**src/rtl/pd_pkg.sv**
```systemverilog
// Shared constants and header type for the ping-pong block-header store.
package pd_pkg;
   localparam int HDR_BYTES    = 80;
   localparam int CHUNK1_BYTES = 64;
   localparam int DIFF_OFFSET  = 72;
   localparam int NONCE_OFFSET = 76;

   typedef logic [HDR_BYTES-1:0][7:0] hdr_t;
endpackage

```
**src/rtl/pd_hdr_bank.sv**
```systemverilog
// One header bank: byte write port, written-byte mask, registered full flag, mask clear.
// With PD_NONCE_INC_EN the bank can also increment its little-endian nonce field in place.
module pd_hdr_bank
   import pd_pkg::*;
#(
   parameter int NUM_BYTES = HDR_BYTES,
   parameter int SEL_W     = 7
`ifdef PD_NONCE_INC_EN
  ,parameter int NONCE_LSB = NONCE_OFFSET
`endif
) (
   input  logic                      clk,
   input  logic                      n_rst,
   input  logic                      wr_en,
   input  logic [SEL_W-1:0]          wr_sel,
   input  logic [7:0]                wr_data,
   input  logic                      clr,
`ifdef PD_NONCE_INC_EN
   input  logic                      nonce_inc,
`endif
   output logic [NUM_BYTES-1:0][7:0] data,
   output logic                      full
);

   logic [NUM_BYTES-1:0] mask_q;
   logic [NUM_BYTES-1:0] mask_nxt;

   always_comb begin
      mask_nxt = mask_q;
      for (int i = 0; i < NUM_BYTES; i++) begin
         if (wr_en && (wr_sel == SEL_W'(i))) mask_nxt[i] = 1'b1;
      end
   end

   // Clear wins over a same-cycle write so an aborted byte never lands.
   always_ff @(posedge clk or negedge n_rst) begin
      if (!n_rst) begin
         data   <= '0;
         mask_q <= '0;
         full   <= 1'b0;
      end else begin
         if (clr) begin
            mask_q <= '0;
            full   <= 1'b0;
         end else begin
            mask_q <= mask_nxt;
            full   <= &mask_nxt;
         end
         for (int i = 0; i < NUM_BYTES; i++) begin
            if (wr_en && !clr && (wr_sel == SEL_W'(i))) data[i] <= wr_data;
         end
`ifdef PD_NONCE_INC_EN
         if (nonce_inc) data[NONCE_LSB+3:NONCE_LSB] <= data[NONCE_LSB+3:NONCE_LSB] + 32'd1;
`endif
      end
   end

endmodule

```
**src/rtl/pd_header_pingpong_storage.sv**
```systemverilog
// Ping-pong header store: IO side fills the shadow bank while the core reads the active bank.
// Optional macro PD_NONCE_INC_EN adds i_nonce_inc to bump the active nonce in place.
module pd_header_pingpong_storage #(
   parameter int NUM_BYTES    = pd_pkg::HDR_BYTES,
   parameter int SEL_W        = 7,
   parameter int CHUNK1_BYTES = pd_pkg::CHUNK1_BYTES,
   parameter int DIFF_OFFSET  = pd_pkg::DIFF_OFFSET,
   parameter int NONCE_OFFSET = pd_pkg::NONCE_OFFSET
) (
   input  logic                                clk,
   input  logic                                n_rst,
   input  logic                                i_data_en,
   input  logic [7:0]                          i_data,
   input  logic [SEL_W-1:0]                    i_data_sel,
   input  logic                                i_abort,
   input  logic                                i_release,
`ifdef PD_NONCE_INC_EN
   input  logic                                i_nonce_inc,
`endif
   output logic                                o_wr_ready,
   output logic                                o_drop,
   output logic                                o_hdr_valid,
   output logic [CHUNK1_BYTES*8-1:0]           chunk_1,
   output logic [(NUM_BYTES-CHUNK1_BYTES)*8-1:0] chunk_2,
   output logic [31:0]                         difficulty
);

   logic                       ptr_q;
   logic                       hdr_valid_q;
   logic                       drop_q;
   logic [1:0]                 full;
   logic [1:0]                 wr_en;
   logic [1:0]                 clr;
   logic [NUM_BYTES-1:0][7:0]  bank_data [2];
   logic [NUM_BYTES*8-1:0]     active;
   logic                       shadow_full;
   logic                       sel_ok;
   logic                       wr_ok;
   logic                       swap;

   assign shadow_full = full[~ptr_q];
   assign o_wr_ready  = !shadow_full;
   assign sel_ok      = i_data_sel < SEL_W'(NUM_BYTES);
   assign wr_ok       = i_data_en && o_wr_ready && sel_ok && !i_abort;
   assign swap        = shadow_full && (!hdr_valid_q || i_release) && !i_abort;

   // The outgoing active bank becomes the shadow on a swap, so its mask is cleared then.
   always_comb begin
      wr_en         = '0;
      clr           = '0;
      wr_en[~ptr_q] = wr_ok;
      clr[~ptr_q]   = i_abort;
      clr[ptr_q]    = swap;
   end

`ifdef PD_NONCE_INC_EN
   logic [1:0] inc;
   always_comb begin
      inc        = '0;
      inc[ptr_q] = i_nonce_inc && hdr_valid_q && !swap;
   end
`endif

   for (genvar b = 0; b < 2; b++) begin : g_bank
      pd_hdr_bank #(
         .NUM_BYTES (NUM_BYTES),
         .SEL_W     (SEL_W)
`ifdef PD_NONCE_INC_EN
        ,.NONCE_LSB (NONCE_OFFSET)
`endif
      ) u_bank (
         .clk       (clk),
         .n_rst     (n_rst),
         .wr_en     (wr_en[b]),
         .wr_sel    (i_data_sel),
         .wr_data   (i_data),
         .clr       (clr[b]),
`ifdef PD_NONCE_INC_EN
         .nonce_inc (inc[b]),
`endif
         .data      (bank_data[b]),
         .full      (full[b])
      );
   end

   always_ff @(posedge clk or negedge n_rst) begin
      if (!n_rst) begin
         ptr_q       <= 1'b0;
         hdr_valid_q <= 1'b0;
         drop_q      <= 1'b0;
      end else begin
         ptr_q  <= ptr_q ^ swap;
         drop_q <= i_data_en && (!o_wr_ready || !sel_ok);
         if (swap)           hdr_valid_q <= 1'b1;
         else if (i_release) hdr_valid_q <= 1'b0;
      end
   end

   assign active      = bank_data[ptr_q];
   assign o_hdr_valid = hdr_valid_q;
   assign o_drop      = drop_q;
   assign chunk_1     = active[CHUNK1_BYTES*8-1:0];
   assign chunk_2     = active[NUM_BYTES*8-1:CHUNK1_BYTES*8];
   assign difficulty  = active[DIFF_OFFSET*8 +: 32];

endmodule
```
**config.mk**
```make
export PLATFORM = sky130hd
export DESIGN_NAME = pd_header_pingpong_storage
export DESIGN_NICKNAME = d
export VERILOG_FILES = /design/src/rtl/pd_pkg.sv /design/src/rtl/pd_hdr_bank.sv /design/src/rtl/pd_header_pingpong_storage.sv
export SDC_FILE = /design/constraint.sdc
export NUM_CORES = 2
export LEC_CHECK = 0
export CAP_MARGIN = 10
export CORE_ASPECT_RATIO = 1.5
export CORE_UTILIZATION = 60
export DETAILED_ROUTE_END_ITERATION = 10
export PLACE_DENSITY = 0.84
export SYNTH_ARGS = -nofsm -noshare
export SYNTH_HDL_FRONTEND = slang
export SYNTH_HIERARCHICAL = 1
export SYNTH_SLANG_ARGS = --single-unit
```
**constraint.sdc**
```tcl
create_clock -name clk -period 4.4 [get_ports clk]
set_input_delay 0.88 -clock clk [delete_from_list [all_inputs] [get_ports clk]]
set_output_delay 0.88 -clock clk [all_outputs]
set_load 0.03 [all_outputs]
```
==> out/results.txt <==
Outcome - completed
Final nets - 5100
Syn Inst Count - 4429
Period utilization - 98.0%
Worst Path Max Fanout - 161
Cell variety after synth - 51
Final setup fails - 0
Achievable frequency - 0.232 GHz
CTS tree - yes
Crit path required time - 3.52 ns
Sequential area share after synthesis - 56.6%
Num CTS Buffers - 136
CTS max path bufs - 3
Slew margin rel. - 17.3%
Number of instances in the placed design - 6348
Vias per Instance - 5.98
Yosys top cell area share - 56.6%
Total power - 26300 uW
First-pass GRT wire length - 262000 um
Dominant synthesized flop cell - dfrtp_1
Worst-margin pin slew - 1.24 ns
Die area - 108000 um^2
Fraction of registers with async set/reset - 100%
Mapped Area - 63900 um^2
CTS sink cnt - 1445
Worst path slowest cell - clkdlybuf4s50_1
Setup Skew - 0.0212 ns
Synth top cells by count - 1920 x mux2_2, 1445 x dfrtp_1, 188 x nor2_1
Design area - 76800 um^2
Clk pin slew, worst setup/hold paths - 0.06 ns
Most frequent cell after synthesis - mux2_2
CP Buf/Inv Count - 2
CP Launch Type - flop
Pwr/cell area - 343 nW/um^2
Post-CTS setup buffer count - 0
Hold_buf cts - 0
DRT antenna net count - 0
Area contributors post-synth - dfrtp_1 57%, mux2_2 34%, a21oi_1 1.2%
PortBufs - 694
Synth-to-Final Area Change - 20.2%
Yosys warnings - 6
Worst VDD drop - 0.397 mV
EDFF count, synth - 0
Ports - 695
Overflow after GRT - 0
Top delay family on crit path - buffers and inverters
Mapped Nets - 4449
Chip Width - 268 um
Max_cap viols - 0
H-tree depth - 4
Hold Crit Class - primary input to async pin
Critical path, cell by cell - buf_12, mux2_2, clkdlybuf4s50_1
Core ar. - 106000 um^2
Syn Area/Cell - 14.4 um^2
WL final - 174000 um
Gr usage total - 32.5%
Critical path data arrival time - 3.43 ns
Row cnt - 146
Non-Filler Instances - 6592
Die Y-Extent - 402 um
DR vias - 39400
Setup CP Type - flop to output port
Leading area contributor after synthesis - dfrtp_1
Crit path capture type - output port
Unrepaired setup endpoints after global routing - no
Root buffer cell - clkbuf_16
Drc violations - 0
Multi-input logic area - 25600 um^2
DPL Wire Length - 115000 um
FF/Latch Area - 36200 um^2
Router iterations before antenna repair - 8
#FFs+latches synth - 1445
Number of global-route vias before repair - 41600
Slowest Stage Delay on Critical Path - 0.65 ns
P_leak - 0.0381 uW
GPL Wtd Cong - 0.917
Initial Util - 60.5%
Post_cts resized - 0
Placed cell areas - 72200 um^2
Crit path time final - 4.31 ns
Starting DRC count in detailed routing - 2738
Fin. max-slew vios - 0
Largest net degree at the start of global routing - 162
Fillers - 6918
Initial antenna violation count - 2
WL/cell - 26.3 um
Share of layout cells above drive strength 1 - 46.4%
Final hold vios - 0
Clock latency on the worst-skew pair - 0.75 ns
## kinds of logic after synthesis
logic type	count (synthesis)	share of synthesized area (%)
buf+inv	362	3.44
compound gates	189	1.57
flops	1445	56.6
simple gates	510	4.48
mux	1923	33.9
## power by group
| group | total, uW | internal (uW) | switching (uW) |
|---|---|---|---|
| Combinational | 896 | 209 | 687 |
| Sequential | 13400 | 13400 | 51.2 |
| Clock | 12000 | 6840 | 5130 |
| Total | 26300 | 20400 | 5860 |
## worst paths after layout
check / end / slack, ns / cells past startpoint / startpoint
min reg2reg: g_bank[1].u_bank/mask_q[11] / 0.48 / 2 / g_bank[1].u_bank/mask_q[11]
min: g_bank[0].u_bank/data[512] / 0.12 / 1 / n_rst
max in group asynchronous: g_bank[0].u_bank/data[316] / 2.97 / 2 / n_rst
max: chunk_1[502] / 0.09 / 3 / ptr_q
max reg2reg: g_bank[1].u_bank/data[364] / 0.55 / 7 / ptr_q
min in group clk: g_bank[1].u_bank/mask_q[11] / 0.48 / 2 / g_bank[1].u_bank/mask_q[11]
## sequential cells by signal, summed over array words and instances (netlist names)
| signal | cells |
|---|---|
| g_bank.u_bank/mask_q | 160 |
| o_hdr_valid | 1 |
| g_bank.u_bank/full | 2 |
| o_drop | 1 |
| g_bank.u_bank/data | 1280 |
| ptr_q | 1 |
## layer usage
metal  global-route usage [%]  vias to the layer above  part of all wire (%)
met3                     7.80                      368                   6.7
met5                        0                        -                0.0052
li1                         -                    17100                     -
met1                     39.5                    20700                    38
met2                     53.8                     1242                    50
met4                     16.2                        2                   5.3
## per-stage QoR
step	worst slack, ns	util (%)	hold WS (ns)	setup TNS [ns]
after global routing	0.0995	72.7	0.175	0
final	0.0862	72.7	0.121	0
after global placement	-0.106	68.4	0.458	-7.56
after CTS	0.175	72.7	0.155	0
after detailed placement	-0.139	68.4	0.466	-11.66
after floorplan	1.20	-	0.445	0
## layout make-up
cell class | count | area share (%)
Clock buffer | 205 | 5.40
Timing Repair Buffer | 869 | 11.2
Tap cell | 1406 | 2.29
Inverter | 6 | 0.0293
Multi-Input combinational cell | 2622 | 33.4
Antenna cell | 1 | 0.00326
Clock inverter | 38 | 0.515
Sequential cell | 1445 | 47.1
## cell usage in the layout, fill, tap and decap left out, types with 4 or more instances in the layout
cell type,n
clkbuf_8,38
clkinvlp_4,4
nor3_1,10
a41oi_1,4
inv_6,6
buf_12,31
o21ai_0,8
nor4bb_2,10
clkbuf_1,26
bufinv_16,5
or4_1,4
nor4_4,4
a21oi_1,156
nor4b_1,4
and4_1,4
nand3_1,79
nor3b_1,4
buf_2,4
nand4_1,7
a32oi_1,4
clkbuf_16,141
nand2_1,52
clkdlybuf4s50_1,681
nor2_2,48
buf_4,151
a31oi_1,8
and4b_1,8
inv_1,6
nor4b_4,10
nor2_1,188
nor4_1,28
mux2_2,1920
nand3b_1,6
and4bb_2,4
and2_1,18
clkinv_2,17
dfrtp_1,1444
nor2b_1,4
No activity file was read; power rests on OpenSTA's default activity.
